**src/rtl/mem_access_unit.sv**
```systemverilog
// Memory stage: load/store/LR/SC/AMO over a single-outstanding request/response bus.
// Optional MEM_ACCESS_RSV_SNOOP_EN: stores/AMOs hitting the reserved granule cancel the reservation.
module mem_access_unit #(
  parameter int XLEN          = 32,
  parameter int ADDR_W        = 32,
  parameter int RSV_GRAN_LOG2 = 3
) (
  input  logic                clk,
  input  logic                rst_n,
  input  logic                valid,
  input  logic                is_new,
  input  logic [2:0]          mem_op,
  input  logic [1:0]          mem_size,
  input  logic                is_unsigned,
  input  logic [3:0]          amo_fn,
  input  logic [ADDR_W-1:0]   addr,
  input  logic [XLEN-1:0]     wdata,
  output logic                req_valid,
  input  logic                req_ready,
  output logic                req_wen,
  output logic [ADDR_W-1:0]   req_addr,
  output logic [XLEN-1:0]     req_wdata,
  output logic [XLEN/8-1:0]   req_wstrb,
  input  logic                resp_valid,
  input  logic [XLEN-1:0]     resp_rdata,
  output logic [XLEN-1:0]     rdata,
  output logic                stall,
  output logic                trap_valid,
  output logic [3:0]          trap_cause,
  output logic                rsv_valid
);

  localparam int NB   = XLEN / 8;
  localparam int OFFW = $clog2(NB);
  localparam int IW   = $clog2(XLEN);
  localparam int GW   = ADDR_W - RSV_GRAN_LOG2;

  typedef enum logic [1:0] {S_IDLE, S_REQ, S_RESP, S_FIN} state_t;
  typedef enum logic [2:0] {OP_NONE, OP_LOAD, OP_STORE, OP_LR, OP_SC, OP_AMO} op_t;
  typedef enum logic [3:0] {FN_SWAP, FN_ADD, FN_XOR, FN_AND, FN_OR, FN_MIN, FN_MAX} amo_fn_t;

  state_t            state, state_nxt;
  logic              done, drain, amo_wr;
  logic [XLEN-1:0]   wbuf;
  logic [GW-1:0]     rsv_addr;

  logic [1:0]        sz;
  logic [OFFW-1:0]   off;
  logic              misaligned, op_live, eligible, read_op, wr_phase, sc_match, snoop_hit;
  logic [GW-1:0]     rsv_gran;
  logic [XLEN-1:0]   shifted, ld_val, amo_src, amo_res;
  logic              amo_lt;
  logic [3:0]        strb_lo, strb_hi;

  // Sign/zero-extend the low 8<<s bits of v.
  function automatic logic [XLEN-1:0] ext(input logic [XLEN-1:0] v, input logic [1:0] s,
                                          input logic u);
    logic [XLEN-1:0] r;
    logic [IW-1:0]   msb;
    logic            sb;
    msb = IW'((32'd8 << s) - 32'd1);
    sb  = ~u & v[msb];
    for (int unsigned i = 0; i < XLEN; i++) r[i] = (i < (32'd8 << s)) ? v[i] : sb;
    return r;
  endfunction

  always_comb begin
    sz = (XLEN == 32 && mem_size == 2'd3) ? 2'd2 : mem_size;
    off = addr[OFFW-1:0];
    case (sz)
      2'd0:    misaligned = 1'b0;
      2'd1:    misaligned = addr[0];
      2'd2:    misaligned = |addr[1:0];
      default: misaligned = |addr[2:0];
    endcase
    op_live  = (mem_op != OP_NONE) && (mem_op <= OP_AMO);
    eligible = valid && op_live && (!done || is_new);
    read_op  = (mem_op == OP_LOAD) || (mem_op == OP_LR);
    wr_phase = amo_wr || (mem_op == OP_STORE) || (mem_op == OP_SC);
    rsv_gran = addr[ADDR_W-1:RSV_GRAN_LOG2];
    sc_match = rsv_valid && (rsv_addr == rsv_gran);
  end

`ifdef MEM_ACCESS_RSV_SNOOP_EN
  assign snoop_hit = (state == S_REQ) && req_ready && wr_phase && (mem_op != OP_SC)
                     && (rsv_gran == rsv_addr);
`else
  assign snoop_hit = 1'b0;
`endif

  // Load extraction and AMO arithmetic; AMO operands are always sign-extended.
  always_comb begin
    shifted = resp_rdata >> {off, 3'b000};
    ld_val  = ext(shifted, sz, is_unsigned && (mem_op != OP_AMO));
    amo_src = ext(wdata, sz, 1'b0);
    amo_lt  = is_unsigned ? (ld_val < amo_src) : ($signed(ld_val) < $signed(amo_src));
    case (amo_fn)
      FN_SWAP: amo_res = amo_src;
      FN_ADD:  amo_res = ld_val + amo_src;
      FN_XOR:  amo_res = ld_val ^ amo_src;
      FN_AND:  amo_res = ld_val & amo_src;
      FN_OR:   amo_res = ld_val | amo_src;
      FN_MIN:  amo_res = amo_lt ? ld_val : amo_src;
      FN_MAX:  amo_res = amo_lt ? amo_src : ld_val;
      default: amo_res = amo_src;
    endcase
  end

  always_comb begin
    req_wen   = wr_phase;
    req_addr  = {addr[ADDR_W-1:OFFW], {OFFW{1'b0}}};
    req_wdata = (amo_wr ? wbuf : wdata) << {off, 3'b000};
    strb_lo   = 4'(off);
    strb_hi   = strb_lo + (4'd1 << sz);
    for (int unsigned i = 0; i < NB; i++)
      req_wstrb[i] = (4'(i) >= strb_lo) && (4'(i) < strb_hi);
  end

  always_comb begin
    state_nxt  = state;
    stall      = 1'b0;
    trap_valid = 1'b0;
    trap_cause = '0;
    req_valid  = 1'b0;
    case (state)
      S_IDLE: begin
        if (eligible) begin
          if (misaligned) begin
            trap_valid = 1'b1;
            trap_cause = read_op ? 4'd4 : 4'd6;
          end else begin
            stall     = 1'b1;
            state_nxt = (mem_op == OP_SC && !sc_match) ? S_FIN : S_REQ;
          end
        end
      end
      S_REQ: begin
        req_valid = 1'b1;
        stall     = valid;
        if (req_ready) begin
          if (!wr_phase)   state_nxt = S_RESP;
          else if (valid)  state_nxt = S_FIN;
          else             state_nxt = S_IDLE;
        end else if (!valid) begin
          state_nxt = S_IDLE;
        end
      end
      S_RESP: begin
        // A flushed read still owns the bus until its response arrives.
        stall = valid;
        if (resp_valid) begin
          if (drain || !valid)                     state_nxt = S_IDLE;
          else if (mem_op == OP_AMO && !amo_wr)    state_nxt = S_REQ;
          else                                     state_nxt = S_FIN;
        end
      end
      S_FIN:   state_nxt = S_IDLE;
      default: state_nxt = S_IDLE;
    endcase
  end

  always_ff @(posedge clk or negedge rst_n) begin
    if (!rst_n) begin
      state     <= S_IDLE;
      done      <= 1'b0;
      drain     <= 1'b0;
      amo_wr    <= 1'b0;
      wbuf      <= '0;
      rdata     <= '0;
      rsv_valid <= 1'b0;
      rsv_addr  <= '0;
    end else begin
      state <= state_nxt;
      drain <= (state_nxt == S_RESP) && (drain || !valid);

      if (state == S_FIN) done <= 1'b1;
      else if (state == S_IDLE && (is_new || !valid)) done <= 1'b0;

      if (state == S_IDLE) amo_wr <= 1'b0;
      else if (state == S_RESP && state_nxt == S_REQ) amo_wr <= 1'b1;

      if (state == S_IDLE && eligible && !misaligned && mem_op == OP_SC) begin
        rsv_valid <= 1'b0;
        if (!sc_match) rdata <= XLEN'(1);
      end

      if (state == S_REQ && req_ready) begin
        if (wr_phase) begin
          if (!amo_wr) rdata <= '0;
        end else if (mem_op == OP_LR && valid) begin
          rsv_valid <= 1'b1;
          rsv_addr  <= rsv_gran;
        end
      end

      if (snoop_hit) rsv_valid <= 1'b0;

      if (state == S_RESP && resp_valid && valid && !drain) begin
        rdata <= ld_val;
        wbuf  <= amo_res;
      end
    end
  end

endmodule

```
**config.mk**
```make
export PLATFORM = sky130hd
export DESIGN_NAME = mem_access_unit
export DESIGN_NICKNAME = d
export VERILOG_FILES = /design/src/rtl/mem_access_unit.sv
export SDC_FILE = /design/constraint.sdc
export NUM_CORES = 1
export LEC_CHECK = 0
export CAP_MARGIN = 40
export CELL_PAD_IN_SITES_DETAIL_PLACEMENT = 1
export CELL_PAD_IN_SITES_GLOBAL_PLACEMENT = 1
export CORE_MARGIN = 2
export CORE_UTILIZATION = 39
export CTS_CLUSTER_SIZE = 20
export DETAILED_ROUTE_END_ITERATION = 7
export PLACE_DENSITY = 0.82
export SLEW_MARGIN = 10
export SYNTH_ARGS = -nofsm -noshare
export SYNTH_HDL_FRONTEND = slang
export SYNTH_SLANG_ARGS = --single-unit
```
**constraint.sdc**
```tcl
create_clock -name clk -period 4.4 [get_ports clk]
set_clock_uncertainty 0.15 [all_clocks]
set_input_delay 0.88 -clock clk [delete_from_list [all_inputs] [get_ports clk]]
set_output_delay 0.88 -clock clk [all_outputs]
set_load 0.02 [all_outputs]
```
## Word level (Yosys, flattened, before mapping)

Cells that the tools add are included.

| operators by class | value |
|---|---|
| add/sub/neg operators | 3 |
| multiply operators | 0 |
| div/mod/pow operators | 0 |
| $lt $le $gt $ge | 43 |
| eq/ne operators | 21 |
| shift-type cells | 4 |
| multiplexer cells | 111 |
| bitwise logic cells | 6 |
| reductions and logical operators | 42 |

Operators with widths:

| operator | count |
|---|---|
| 5-bit by 32-bit less-than comparator with 1-bit output, first input constant | 16 |
| 32-bit two-way mux | 9 |
| 4-bit by 32-bit less-than comparator with 1-bit output, first input constant | 8 |
| 32-bit one-hot mux with 6 select lines | 1 |
| 3-bit by 32-bit less-than comparator with 1-bit output, first input constant | 4 |
| 1-bit two-way mux | 81 |
| 1-bit by 32-bit less-than comparator with 1-bit output, first input constant | 2 |
| 2-bit by 32-bit less-than comparator with 1-bit output, first input constant | 2 |
| 32-bit less-than comparator | 2 |
| 32-bit adder | 1 |
| 32-bit AND | 1 |
| 32-bit bitwise OR | 1 |
| 32-bit by 5-bit left shift with 32-bit output | 1 |
| 4-bit by 2-bit left shift with 32-bit output, first input constant | 1 |
| 32-bit by 5-bit >> shifter with 32-bit output | 1 |
| 32-bit XOR | 1 |
| 29-bit equality test | 1 |
| 2-bit two-way mux | 12 |
| 1-bit logical AND | 21 |
| 4-bit by 3-bit equality test with 1-bit output, second input constant | 3 |
| 1-bit binary-select mux with 5-bit select | 2 |
| 2-bit equality test, second input constant | 5 |
| 3-bit two-way mux | 3 |
| 4-bit by 2-bit equality test with 1-bit output, second input constant | 2 |
| other kinds (28) | 49 |

| storage, ports and cells | value |
|---|---|
| register bits | 99 |
| bits in latches | 0 |
| memory bits (writable) | 0 |
| bits in read-only memories | 0 |
| input bits | 112 |
| output and inout bits | 109 |
| word-level logic and storage cells | 238 |
| memories | 0 |

## Longest topological paths before layout

Gate-level depths: netlist of run 1.

| logic depth | value |
|---|---|
| depth in word-level cells | 12 |
| depth in mapped cells | 21 |
| depth with buffers taken out | 17 |

## Worst setup path after synthesis of run 1

No wires, ideal clock.

| path | value |
|---|---|
| path type | input-to-reg |
| from | input addr[0] |
| to | register wbuf[2] |
| setup time | 0.095 ns |
| data arrival time | 5.045 ns |
| required time | 4.155 ns |
| setup slack | -0.891 ns |
| stages on the path | 18 |
| buffers on the path | 5 |
| cell sequence | buf_1 -> buf_2 -> mux2_2 -> nor2b_1 -> o21ai_0 -> inv_1 -> ha_1 -> buf_6 -> or4_1 -> nor3_2 -> o22ai_1 -> or3_4 -> mux2i_4 -> mux2i_1 -> buf_2 -> buf_6 -> nor2_1 -> o31ai_1 |

| between the ends | value |
|---|---|
| cells in the longest elaborated chain, start to end | 9 |

RTL lines:

| what | line | source |
|---|---|---|
| from (decl) | 16 | `input logic [ADDR_W-1:0] addr,` |
| 32-bit by 5-bit >> shifter with 32-bit output * | 93 | `shifted = resp_rdata >> {off, 3'b000};` |
| 1-bit binary-select mux with 5-bit select | 62 | `sb = ~u & v[msb];` |
| 1-bit two-way mux (implied by the code) | 62 |  |
| 1-bit AND | 62 |  |
| 1-bit two-way mux | 63 | `for (int unsigned i = 0; i < XLEN; i++) r[i] = (i < (32'd8 << s)) ? v[i] : sb;` |
| 32-bit less-than comparator | 96 | `amo_lt = is_unsigned ? (ld_val < amo_src) : ($signed(ld_val) < $signed(amo_src));` |
| 1-bit two-way mux | 96 |  |
| 32-bit two-way mux, on equally long branches | 104, 103 |  |
| 32-bit one-hot mux with 6 select lines * | 97 | `case (amo_fn)` |
| to (signal assigned) | 200 | `wbuf <= amo_res;` |
| to (decl) | 44 | `logic [XLEN-1:0] wbuf;` |

Mark *: on every way between the ends. The rest lies on a longest branch, timed or not. The select of a mux whose other input is x is not followed.
A chain may end at the register's enable or synchronous reset.

## Worst setup path after layout of run 1

| path | value |
|---|---|
| from | input addr[1] |
| to | register wbuf[7] |

Same word-level chain as after synthesis.

==> summary.md, run 1 <==
| Metric | Value |
|---|---|
| Area Growth Syn to Fin | `56.4%` |
| Simple-gate portion of the synthesized area | `15.0%` |
| Starting Density | `39.8%` |
| Initial antenna violation count | `4` |
| Register share of total power | `25.7%` |
| Remaining DRCs | `0` |
| Worst hold slack | `0.345 ns` |
| Total chip power | `6360 uW` |
| Mux cell area share after synthesis | `9.47%` |
| Root buf cell | `clkbuf_16` |
| Crit. End Element | `register` |
| Num ports | `221` |
| Maxcap violations | `0` |
| Worst r2r path cells | `10` |
| Worst Tran Pin Value | `0.826 ns` |
| Achievable Freq | `0.186 GHz` |
| Hold crit path type | `register to register` |
| # nets final | `2039` |
| Required time worst endpoint | `4.52 ns` |
| Critical Path Stages | `21` |
| Grt met3 use | `8.42%` |
| Busiest grt layer | `met2` |
| WL final | `66.7 mm` |
| Die W | `170 um` |
| Total negative setup slack | `-26.75 ns` |
| Core area | `27000 sq um` |
| Via-to-Cell Ratio | `6.56` |
| Worst-path clk slew | `0.08 ns` |
| Clock Path Buffers | `2` |
| Critical path cell sequence | `buf_12, mux4_2, inv_2, mux2i_2, a21o_4, buf_6, and2_1, ha_4, buf_4, nor2b_1, o21ai_0, a21oi_1, o21bai_1, o31ai_4, mux2i_4, buf_6, mux2i_4, buf_6, buf_6, a221oi_2, o31ai_1` |
| Critical path type | `primary input to register` |
| Power Internal | `3440 uW` |
| Seq cells post-synth | `99` |
| Setup crit start kind | `primary input` |
| Cell variety after synth | `71` |
| CP most frequent cell | `buf_6` |
| Ant. Diodes | `0` |
| Setup violators final | `32` |
| Layout cells sized above 1 | `30.3%` |
| Post-Synth Adder-Cell Area | `12.2%` |
| Gate power share | `60.0%` |
| Die area | `28900 sq um` |
| Worst skew pair latency | `0.39 ns` |
| Number of iterations in the first detailed-routing pass | `6` |
| H-tree Lvls | `3` |
| Post-synth ARST share | `100%` |
| Slew margin rel. | `43.3%` |
| Worst-path fanout max | `9` |
| Vias in the first global route | `14576` |
| Sw frac | `45.8%` |
| CTS Buf Count | `9` |
| Cell Area, Placed | `15300 sq um` |
| Post-route cell area | `16800 sq um` |
| Largest family of logic cells by synthesized area | `compound AO/OA/AOI/OAI gates` |
| CP delay by family, top | `compound AO/OA/AOI/OAI gates` |
| CTS tree | `yes` |
| Fin crit share | `122%` |
| Post-synth EDFFs | `0` |
| Largest net degree at the start of global routing | `60` |
| Outcome | `finished with violations` |
| Arr. time, crit path | `5.50 ns` |
| PwrDens | `378 nW/um^2` |
| Leak Pwr | `0.00766 uW` |
| Iter 0 DRT Violations | `1459` |
| Cells after synthesis | `1378` |
| RSZ-0062 raised after global routing | `true` |
| Met2 GRT Util | `65.9%` |
| Violated checks | `negative setup slack` |
| Final min period | `5.37 ns` |
| First-pass GRT wire length | `88.5 mm` |
| Site Rows | `60` |
| PortBufs | `214` |
| Routability cong. | `1.00` |
| Avg Cell Area, Syn | `7.81 sq um` |
| Post-place setup slack | `-1.40 ns` |
| WL/cell | `30.8 um` |
| Hold path depth | `2` |
| Worst Slack Setup Final | `-0.973 ns` |
| Sw Pwr | `2920 uW` |
| # clock sinks | `99` |
| Die H | `170 um` |
| Met1 Use GR | `46.7%` |
| Mapped cell area | `10800 sq um` |
| Number of warnings issued by yosys | `0` |
| Buf+Inv Stages, Crit Path | `7` |
| Routed vias | `14225` |
| CP max-delay cell | `mux4_2` |
| Critical path's largest stage delay | `0.57 ns` |
| HPWL after detailed placement | `42.7 mm` |
| Final Hold Viols | `0` |
| Grt total ovfl | `0` |
| Worst VDD drop | `0.256 mV` |
| Clock power share | `14.3%` |
| Most used flip-flop cell after synthesis | `dfrtp_1` |
| Tot GR Track Use | `40.6%` |
| Xor/xnor share of the synthesized area | `3.75%` |
| Commonest non-fill, non-tap cell in the layout | `buf_4` |
| Hold Buf Count CTS | `0` |
| Slew Limit Fails | `0` |
| Register area share after synthesis | `23.0%` |
| Synth Area in Compound Gates | `26.8%` |
| Most frequent cells in the layout | `319 x buf_4, 192 x clkdlybuf4s50_1, 118 x a21oi_1` |
| DRT antenna net count | `0` |
## power by group through the flow
stage	Clock, uW	Sequential [uW]	Combinational (uW)
after floorplan	0	1650	1590
after global placement	0	1590	3100
final	909	1630	3820
after detailed placement	0	1600	3250
after global routing	934	1660	3990
after CTS	897	1590	3430
## per-layer routing
layer / wire [um] / vias to the layer above
li1: - / 5743
met1: 23600 / 6839
met2: 28800 / 1162
met3: 7610 / 475
met4: 6590 / 6
met5: 77 / -
## path summary, 6_finish.rpt
kind | start | to | slack, ns
worst max-delay path | addr[1] | wbuf[7] | -0.97
worst min-delay path | rdata[19] | rdata[19] | 0.35
worst max register to register | state[1] | rdata[28] | 1.29
worst min register to register | rdata[19] | rdata[19] | 0.35
max in group asynchronous | rst_n | wbuf[26] | 2.92
min in group asynchronous | rst_n | rsv_addr[4] | 0.36
## cell type report
| type | instances | area [sq um] |
|---|---|---|
| flip-flops and latches | 99 | 2480 |
| fillers | 3133 | 10200 |
| multi-input cells | 1050 | 8160 |
| clock buffers | 10 | 229 |
| clock inverters | 6 | 72.6 |
| repair buffers | 563 | 5070 |
| inverters | 100 | 375 |
| well taps | 341 | 427 |
## logic make-up (layout without fill, tap and decap cells)
| group | after synthesis | count (layout) |
|---|---|---|
| adders and majority gates | 104 | 104 |
| muxes | 93 | 93 |
| buffers and inverters | 232 | 679 |
| AOI/OAI and AO/OA | 456 | 456 |
| xor gates and xnor gates | 46 | 46 |
| and+or+nand+nor | 347 | 347 |
| other | 1 | 4 |
| DFF | 99 | 99 |
## worst reg2reg max path, delay by kind of cell (launching register included)
family                   cells  cell delay (ns)
AO/OA/AOI/OAI                2             0.49
adder cells (fa/ha/maj)      1             0.20
buffers and inverters        3             0.45
flip-flops                   1             0.44
AND/OR/NAND/NOR              4             1.21
## state kept, by name (all words and copies together) (netlist names)
signal,count
done,1
wbuf,32
amo_wr,1
drain,1
state,2
rdata,32
rsv_addr,29
rsv_valid,1
## stage by stage
stage / std cells / util (%)
after global placement: 2124 / 56.4
after global routing: 2169 / 62.2
after detailed placement: 2125 / 56.4
final: 2169 / 62.2
after CTS: 2161 / 60.2
after floorplan: 1381 / -
## cells in the mapped netlist (all sizes together), types with 3 or more instances
library cell,number,share of area (%)
a21oi,137,6.4
o21ai,120,5.6
nand2,111,3.9
nor2,111,3.9
ha,102,12
inv,100,3.5
dfrtp,99,23
clkbuf,75,2.6
buf,57,3.6
mux2,47,5.0
mux2i,45,4.3
xnor2,38,3.1
o211ai,24,1.7
a21o,21,1.5
a221oi,21,1.7
a22oi,21,1.5
nor2b,20,1.2
nor3,19,0.93
o31ai,17,1.4
a211oi,16,1.1
o21a,15,1.0
and2,13,0.76
nand3,12,0.56
o22ai,12,0.70
and3,11,0.64
nand4,10,0.58
a2111oi,9,0.79
nand2b,8,0.47
nand3b,8,0.56
nor4,8,0.47
xor2,8,0.65
a31oi,5,0.29
or3,5,0.34
or4,5,0.35
o21bai,4,0.28
o311ai,4,0.40
a211o,3,0.24
a21boi,3,0.21
a221o,3,0.28
a41oi,3,0.24
o2111ai,3,0.24
o221ai,3,0.24
or2,3,0.17
## timing repair
action | CTS | global route
cloned | 2 | 1
endpoints found under the setup margin | 35 | 34
resized for setup | 131 | 94
buffers inserted | 20 | 8
pin swaps | 45 | 41
No activity file was read; power rests on OpenSTA's default activity.
==> inputs of run 2 (changes only) <==
--- a/config.mk
+++ b/config.mk
@@ -10,6 +10,7 @@
 export CELL_PAD_IN_SITES_GLOBAL_PLACEMENT = 1
 export CORE_MARGIN = 2
 export CORE_UTILIZATION = 39
+export CTS_BUF_LIST = sky130_fd_sc_hd__clkbuf_4 sky130_fd_sc_hd__clkbuf_8
 export CTS_CLUSTER_SIZE = 20
 export DETAILED_ROUTE_END_ITERATION = 7
 export PLACE_DENSITY = 0.82
==> constraint.sdc (replaced) <==
create_clock -name clk -period 4.4 [get_ports clk]
set_clock_uncertainty 0.15 [all_clocks]
set_input_delay 0.88 -clock clk [delete_from_list [all_inputs] [get_ports clk]]
set_output_delay 0.88 -clock clk [all_outputs]
set_load 0.01 [all_outputs]
==> summary.md, run 2 (synthesis results as in run 1) <==
| Metric | Value |
|---|---|
| Site Rows | `60 (unchanged)` |
| Worst VDD drop | `0.170 mV (-34%)` |
| PwrDens | `360 nW/um^2 (-4.9%)` |
| Core area | `27000 sq um (unchanged)` |
| Vias in the first global route | `14225 (-2.4%)` |
| Worst-path clk slew | `0.13 ns (+0.05 ns)` |
| Worst hold slack | `0.292 ns (-0.0538 ns)` |
| Routability cong. | `1.00 (-0.14%)` |
| WL final | `64.5 mm (-3.4%)` |
| WL/cell | `29.7 um (-3.6%)` |
| Crit. End Element | `register` |
| Final Hold Viols | `0 (unchanged)` |
| Leak Pwr | `0.00758 uW (-1.1%)` |
| Starting Density | `39.8% (unchanged)` |
| Via-to-Cell Ratio | `6.44 (-1.8%)` |
| Die W | `170 um (unchanged)` |
| Worst skew pair latency | `0.44 ns (+0.05 ns)` |
| H-tree Lvls | `3 (unchanged)` |
| CTS Buf Count | `9 (unchanged)` |
| Total negative setup slack | `-21.49 ns (+5.26 ns)` |
| Fin crit share | `119% (-2.7 points)` |
| Worst Slack Setup Final | `-0.853 ns (+0.120 ns)` |
| Post-layout util | `61.7% (-0.57 points)` |
| Outcome | `finished with violations` |
| CP max-delay cell | `clkdlybuf4s50_1` |
| Fillers | `3182 (+1.6%)` |
| Root buf cell | `clkbuf_8` |
| PortBufs | `214 (unchanged)` |
| Critical path's largest stage delay | `0.60 ns (+0.03 ns)` |
| Post-place setup slack | `-1.38 ns (+0.0199 ns)` |
| Total chip power | `5990 uW (-5.8%)` |
| Achievable Freq | `0.190 GHz (+2.3%)` |
| Remaining DRCs | `0 (unchanged)` |
| Final min period | `5.25 ns (-0.120 ns)` |
| Area Growth Syn to Fin | `54.9%` |
| HPWL after detailed placement | `42.7 mm (+0.13%)` |
| Slew margin rel. | `43.5% (+0.20 points)` |
| Routed vias | `14008 (-1.5%)` |
| Worst-path fanout max | `8 (-1)` |
| Critical path cell sequence | `clkdlybuf4s50_1, mux2_2, nor2b_1, o21ai_2, inv_2, ha_4, or4_4, nor3_4, o22ai_4, or3_4, mux2i_4, buf_6, mux2i_4, buf_6, nor2_1, o31ai_1` |
| Grt total ovfl | `0 (unchanged)` |
| Die H | `170 um (unchanged)` |
| Hold crit path type | `primary input to asynchronous set/reset pin` |
| Die area | `28900 sq um (unchanged)` |
| Arr. time, crit path | `5.41 ns (-0.09 ns)` |
| Setup crit start kind | `primary input` |
| Critical path type | `primary input to register` |
| Setup violators final | `32 (unchanged)` |
| RSZ-0062 raised after global routing | `true` |
| Worst Tran Pin Value | `0.847 ns (+0.0206 ns)` |
| Tot GR Track Use | `38.8% (-1.8 points)` |
| Violated checks | `negative setup slack` |
| Maxcap violations | `0 (unchanged)` |
| CTS tree | `yes` |
| Number of iterations in the first detailed-routing pass | `5 (-1)` |
| Layout cells sized above 1 | `30.3% (about the same)` |
| Commonest non-fill, non-tap cell in the layout | `buf_4` |
| Largest net degree at the start of global routing | `60 (unchanged)` |
| Slew Limit Fails | `0 (unchanged)` |
| Largest regs | `rdata: 32 flops, wbuf: 32 flops, rsv_addr: 29 flops` |
| First-pass GRT wire length | `84.9 mm (-4.1%)` |
| Num ports | `221 (unchanged)` |
| Most frequent cells in the layout | `320 x buf_4, 199 x clkdlybuf4s50_1, 121 x a21oi_1` |
| Required time worst endpoint | `4.56 ns (+0.04 ns)` |
| # clock sinks | `99 (unchanged)` |
| Iter 0 DRT Violations | `1546 (+6.0%)` |
| # nets final | `2042 (+0.15%)` |
| Clock Path Buffers | `2 (unchanged)` |
| DRT antenna net count | `0 (unchanged)` |
| Initial antenna violation count | `2 (-2)` |
==> run 2: cell count changes in the layout (fill, tap and decap cells not counted), moves of 4 or more <==
| cell | delta |
|---|---|
| clkbuf_8 | +9 |
| dlymetal6s2s_1 | -9 |
| clkbuf_16 | -8 |
| clkdlybuf4s50_1 | +7 |
| nor2_1 | +5 |
| a2111oi_2 | +4 |
| a221oi_2 | +4 |
| a221oi_4 | -4 |
==> run 2: worst paths after layout <==
kind | start | endpoint | slack, ns | cells past startpoint
min in group clk | rdata[24] | rdata[24] | 0.35 | 2
max in group asynchronous | rst_n | amo_wr | 2.97 | 2
worst min register to register | rdata[24] | rdata[24] | 0.35 | 2
worst max-delay path | resp_rdata[30] | wbuf[3] | -0.85 | 16
worst min-delay path | rst_n | rsv_addr[4] | 0.29 | 1
worst max register to register | state[1] | rdata[3] | 1.46 | 10
==> run 2: stage by stage <==
step	cell area (sq um)	cells
floorplan	10900	1381
global placement	15200	2124
detailed placement	15300	2125
CTS	16100	2159
global route	16700	2173
finish	16700	2174
==> run 2: layout make-up <==
cell class / count / area, sq um / share of cell area, %
multi-input cells: 1050 / 8100 / 48.6
repair buffers: 566 / 5070 / 30.4
flip-flops and latches: 99 / 2480 / 14.9
well taps: 341 / 427 / 2.56
inverters: 100 / 375 / 2.25
clock buffers: 9 / 124 / 0.743
clock inverters: 7 / 87.6 / 0.526
diodes: 2 / 5.00 / 0.0300
==> run 2: timing repair <==
action,CTS,global route
hold buffers,0,0
pin swaps,27,35
endpoints found under the hold margin,0,0
gates cloned,2,2
setup endpoints to repair,35,33
gates resized for setup,106,93
setup buffers,17,12
==> run 2: layer usage <==
metal,part of all wire (%),vias up,track usage (%)
met5,0.022,-,0
met3,11,414,7.91
met2,44,1022,64.8
met1,36,6815,45.0
li1,-,5755,-
met4,9.2,2,25.5
==> run 2: report_power, final <==
part | leakage [uW] | switching, uW | internal (uW)
Clock | 0.000109 | 458 | 280
Combinational | 0.00620 | 1950 | 1680
Sequential | 0.00127 | 308 | 1310
Total | 0.00758 | 2720 | 3270
==> run 2: critical path: cells and delay by family <==
family / cells / cell delay, ns
and+or+nand+nor: 5 / 1.48
buffers and inverters: 4 / 1.07
AOI/OAI and AO/OA: 3 / 0.68
muxes: 3 / 1.02
adders and majority gates: 1 / 0.26
==> variant (settings of run 2) <==
Remove the case item `FN_ADD` of the case on `amo_fn`.
--- a/src/rtl/mem_access_unit.sv
+++ b/src/rtl/mem_access_unit.sv
@@ -96,7 +96,6 @@
     amo_lt  = is_unsigned ? (ld_val < amo_src) : ($signed(ld_val) < $signed(amo_src));
     case (amo_fn)
       FN_SWAP: amo_res = amo_src;
-      FN_ADD:  amo_res = ld_val + amo_src;
       FN_XOR:  amo_res = ld_val ^ amo_src;
       FN_AND:  amo_res = ld_val & amo_src;
       FN_OR:   amo_res = ld_val | amo_src;
Check against the original RTL: not equivalent (Yosys sat finds a counterexample within 4 cycles, from zero or initial values and one cycle with rst_n low).
==> variant against run 2 <==
The run still ends with negative setup slack left. Wire length shrank 24%. Area after synthesis shrank 15%. Count of clock-buffer cells in the layout grew 1. Global-route usage shrank 3.6 points. Via count shrank 23%. Total power shrank 19%. Sequential cell count is the same. Clock power shrank 12%. Non-clock buffer count shrank 139. Critical endpoint is now wbuf[16]$_DFFE_PN0P_. Setup slack gained 130 ps. Hold slack gained 36 ps. Cell area shrank 16%.
==> variant: results (changes against run 2) <==
* Cell at the slowest stage of the critical path: sky130_fd_sc_hd__o31ai_2
* Final setup TNS: -21020 ps (+467 ps)
- In this run the critical register-to-register path is captured at rdata[4]$_DFF_PN0_.
- Layout buffer count excluding clock buffers: 427 (-25%)
* # fillers: 2649 (-17%)
- The clock edge transition at the registers on the reported setup and hold paths is 130 ps (about the same).
- Number of buffers inserted to repair setup after CTS: 14 (-3)
* Unique masters post-synth: 61 (-14%)
- Crit path from: addr[0]
- Final HPWL from detailed placement: 30.2 mm (-29%)
* Data-path buffer share of cell area in the final layout: 28.3% (-2.1 points)
- The number of gates resized after CTS was 121 (+14%).
- The worst-case setup margin in the final layout came to -720 ps (+134 ps).
- Net count, final: 1639 (-20%)
* Leakage power: 0.00616 uW (-19%)
- The sequential cell area fraction in the yosys report came to 27.0% (+3.9 points).
* Slowest stage delay, CP: 560 ps (-40 ps)
* Largest fanout on the critical path: 5 (-3)
- Capturing instance or port of the critical path: wbuf[16]$_DFFE_PN0P_
* Largest registers in the final layout: rdata x32, wbuf x32, rsv_addr x29
* Vias per inst: 6.19 (-4.0%)
* Non-clk invs: 82 (-18%)
* Number of multi-input logic gates: 805 (-23%)
* Largest net degree at the start of global routing: 49 (-18%)
- The compound-gate portion of the synthesized area was 22.2% (-4.7 points).
- Reg-to-reg slack, setup: 1410 ps (-50 ps)
- The CTS buffer count is 9 (unchanged).
- Cells taking the most area after synthesis: sky130_fd_sc_hd__dfrtp_1 27%, sky130_fd_sc_hd__ha_1 14%, sky130_fd_sc_hd__mux2_2 6.6%
* Startpoint of the worst-slack reg-to-reg timing path: state[1]$_DFF_PN0_
- The aggregate global-route resource usage is 35.2% (-3.6 points).
- Arrival time of the worst setup path: 5300 ps (-110 ps)
- The run finished, with violations left.
* Worst-case vdd ir drop: 0.000147 V (-13%)
* Multiplexer share of the synthesized area: 12.0% (+2.5 points)
- Fraction of synthesized cell area in xor and xnor cells: 2.96% (-0.79 points)
- Pre-Repair DR Iteration Count: 6 (+1)
- First-pass GRT wire length: 65.9 mm (-22%)
* Number of failing setup endpoints in the final timing report: 33 (+3.1%)
- Share of cells above drive strength 1: 28.3% (-2.0 points)
- FF+latch area: 2480 um^2 (about the same)
- Combined area of the multi-input logic cells: 6620 um^2 (-18%)
* Vias in the first global route: 11.1k (-22%)
- Area share of fa/ha/maj cells after synthesis: 14.1% (+1.9 points)
* Drt total wl: 48.7 mm (-24%)
- The H-tree depth reported by CTS is 3 (unchanged).
* Failing checks: negative setup slack
* Max transition margin: 36.7% (-6.8 points)
- CTS Root Buffer Type: sky130_fd_sc_hd__clkbuf_8
* Cell family with most CP delay: compound AO/OA/AOI/OAI gates
- Ant. Diodes: 1 (-1)
- The clock tree cell share of total cell area came to 1.42% (+0.15 points).
* Clock tree buffer count of the final layout: 10 (+1)
- Routability cong.: 0.986 (-1.5%)
* Initial antenna violation count: 1 (-1)
- The number of design-rule violations left by the first detailed-router iteration was 952 (-38%).
- Most used standard cells in the synthesized netlist: 102 x sky130_fd_sc_hd__ha_1, 99 x sky130_fd_sc_hd__dfrtp_1, 94 x sky130_fd_sc_hd__a21oi_1
[variant: layer usage]
| metal | global-route usage [%] | routed length, um | up-vias |
|---|---|---|---|
| met4 | 22.1 | 4060 | 0 |
| li1 | - | - | 4456 |
| met2 | 58.5 | 22100 | 789 |
| met5 | 0 | 0 | - |
| met1 | 40.7 | 18000 | 5311 |
| met3 | 8.37 | 4490 | 263 |
[variant: metrics by stage]
stage / instances / worst slack [ps] / util, % / hold slack [ps] / area, um^2
floorplan: 1096 / -393 / - / 291 / 9290
global placement: 1706 / -1140 / 54.3 / 304 / 12600
detailed placement: 1706 / -1320 / 54.3 / 307 / 12600
CTS: 1741 / -153 / 58.8 / 335 / 13700
global route: 1749 / -684 / 60.0 / 368 / 14000
finish: 1749 / -720 / 60.0 / 328 / 14000
[variant: power by group]
group / switching [uW] / internal, uW
sequential: 301 / 1300
clock: 420 / 234
combinational: 1340 / 1230
total: 2060 / 2770
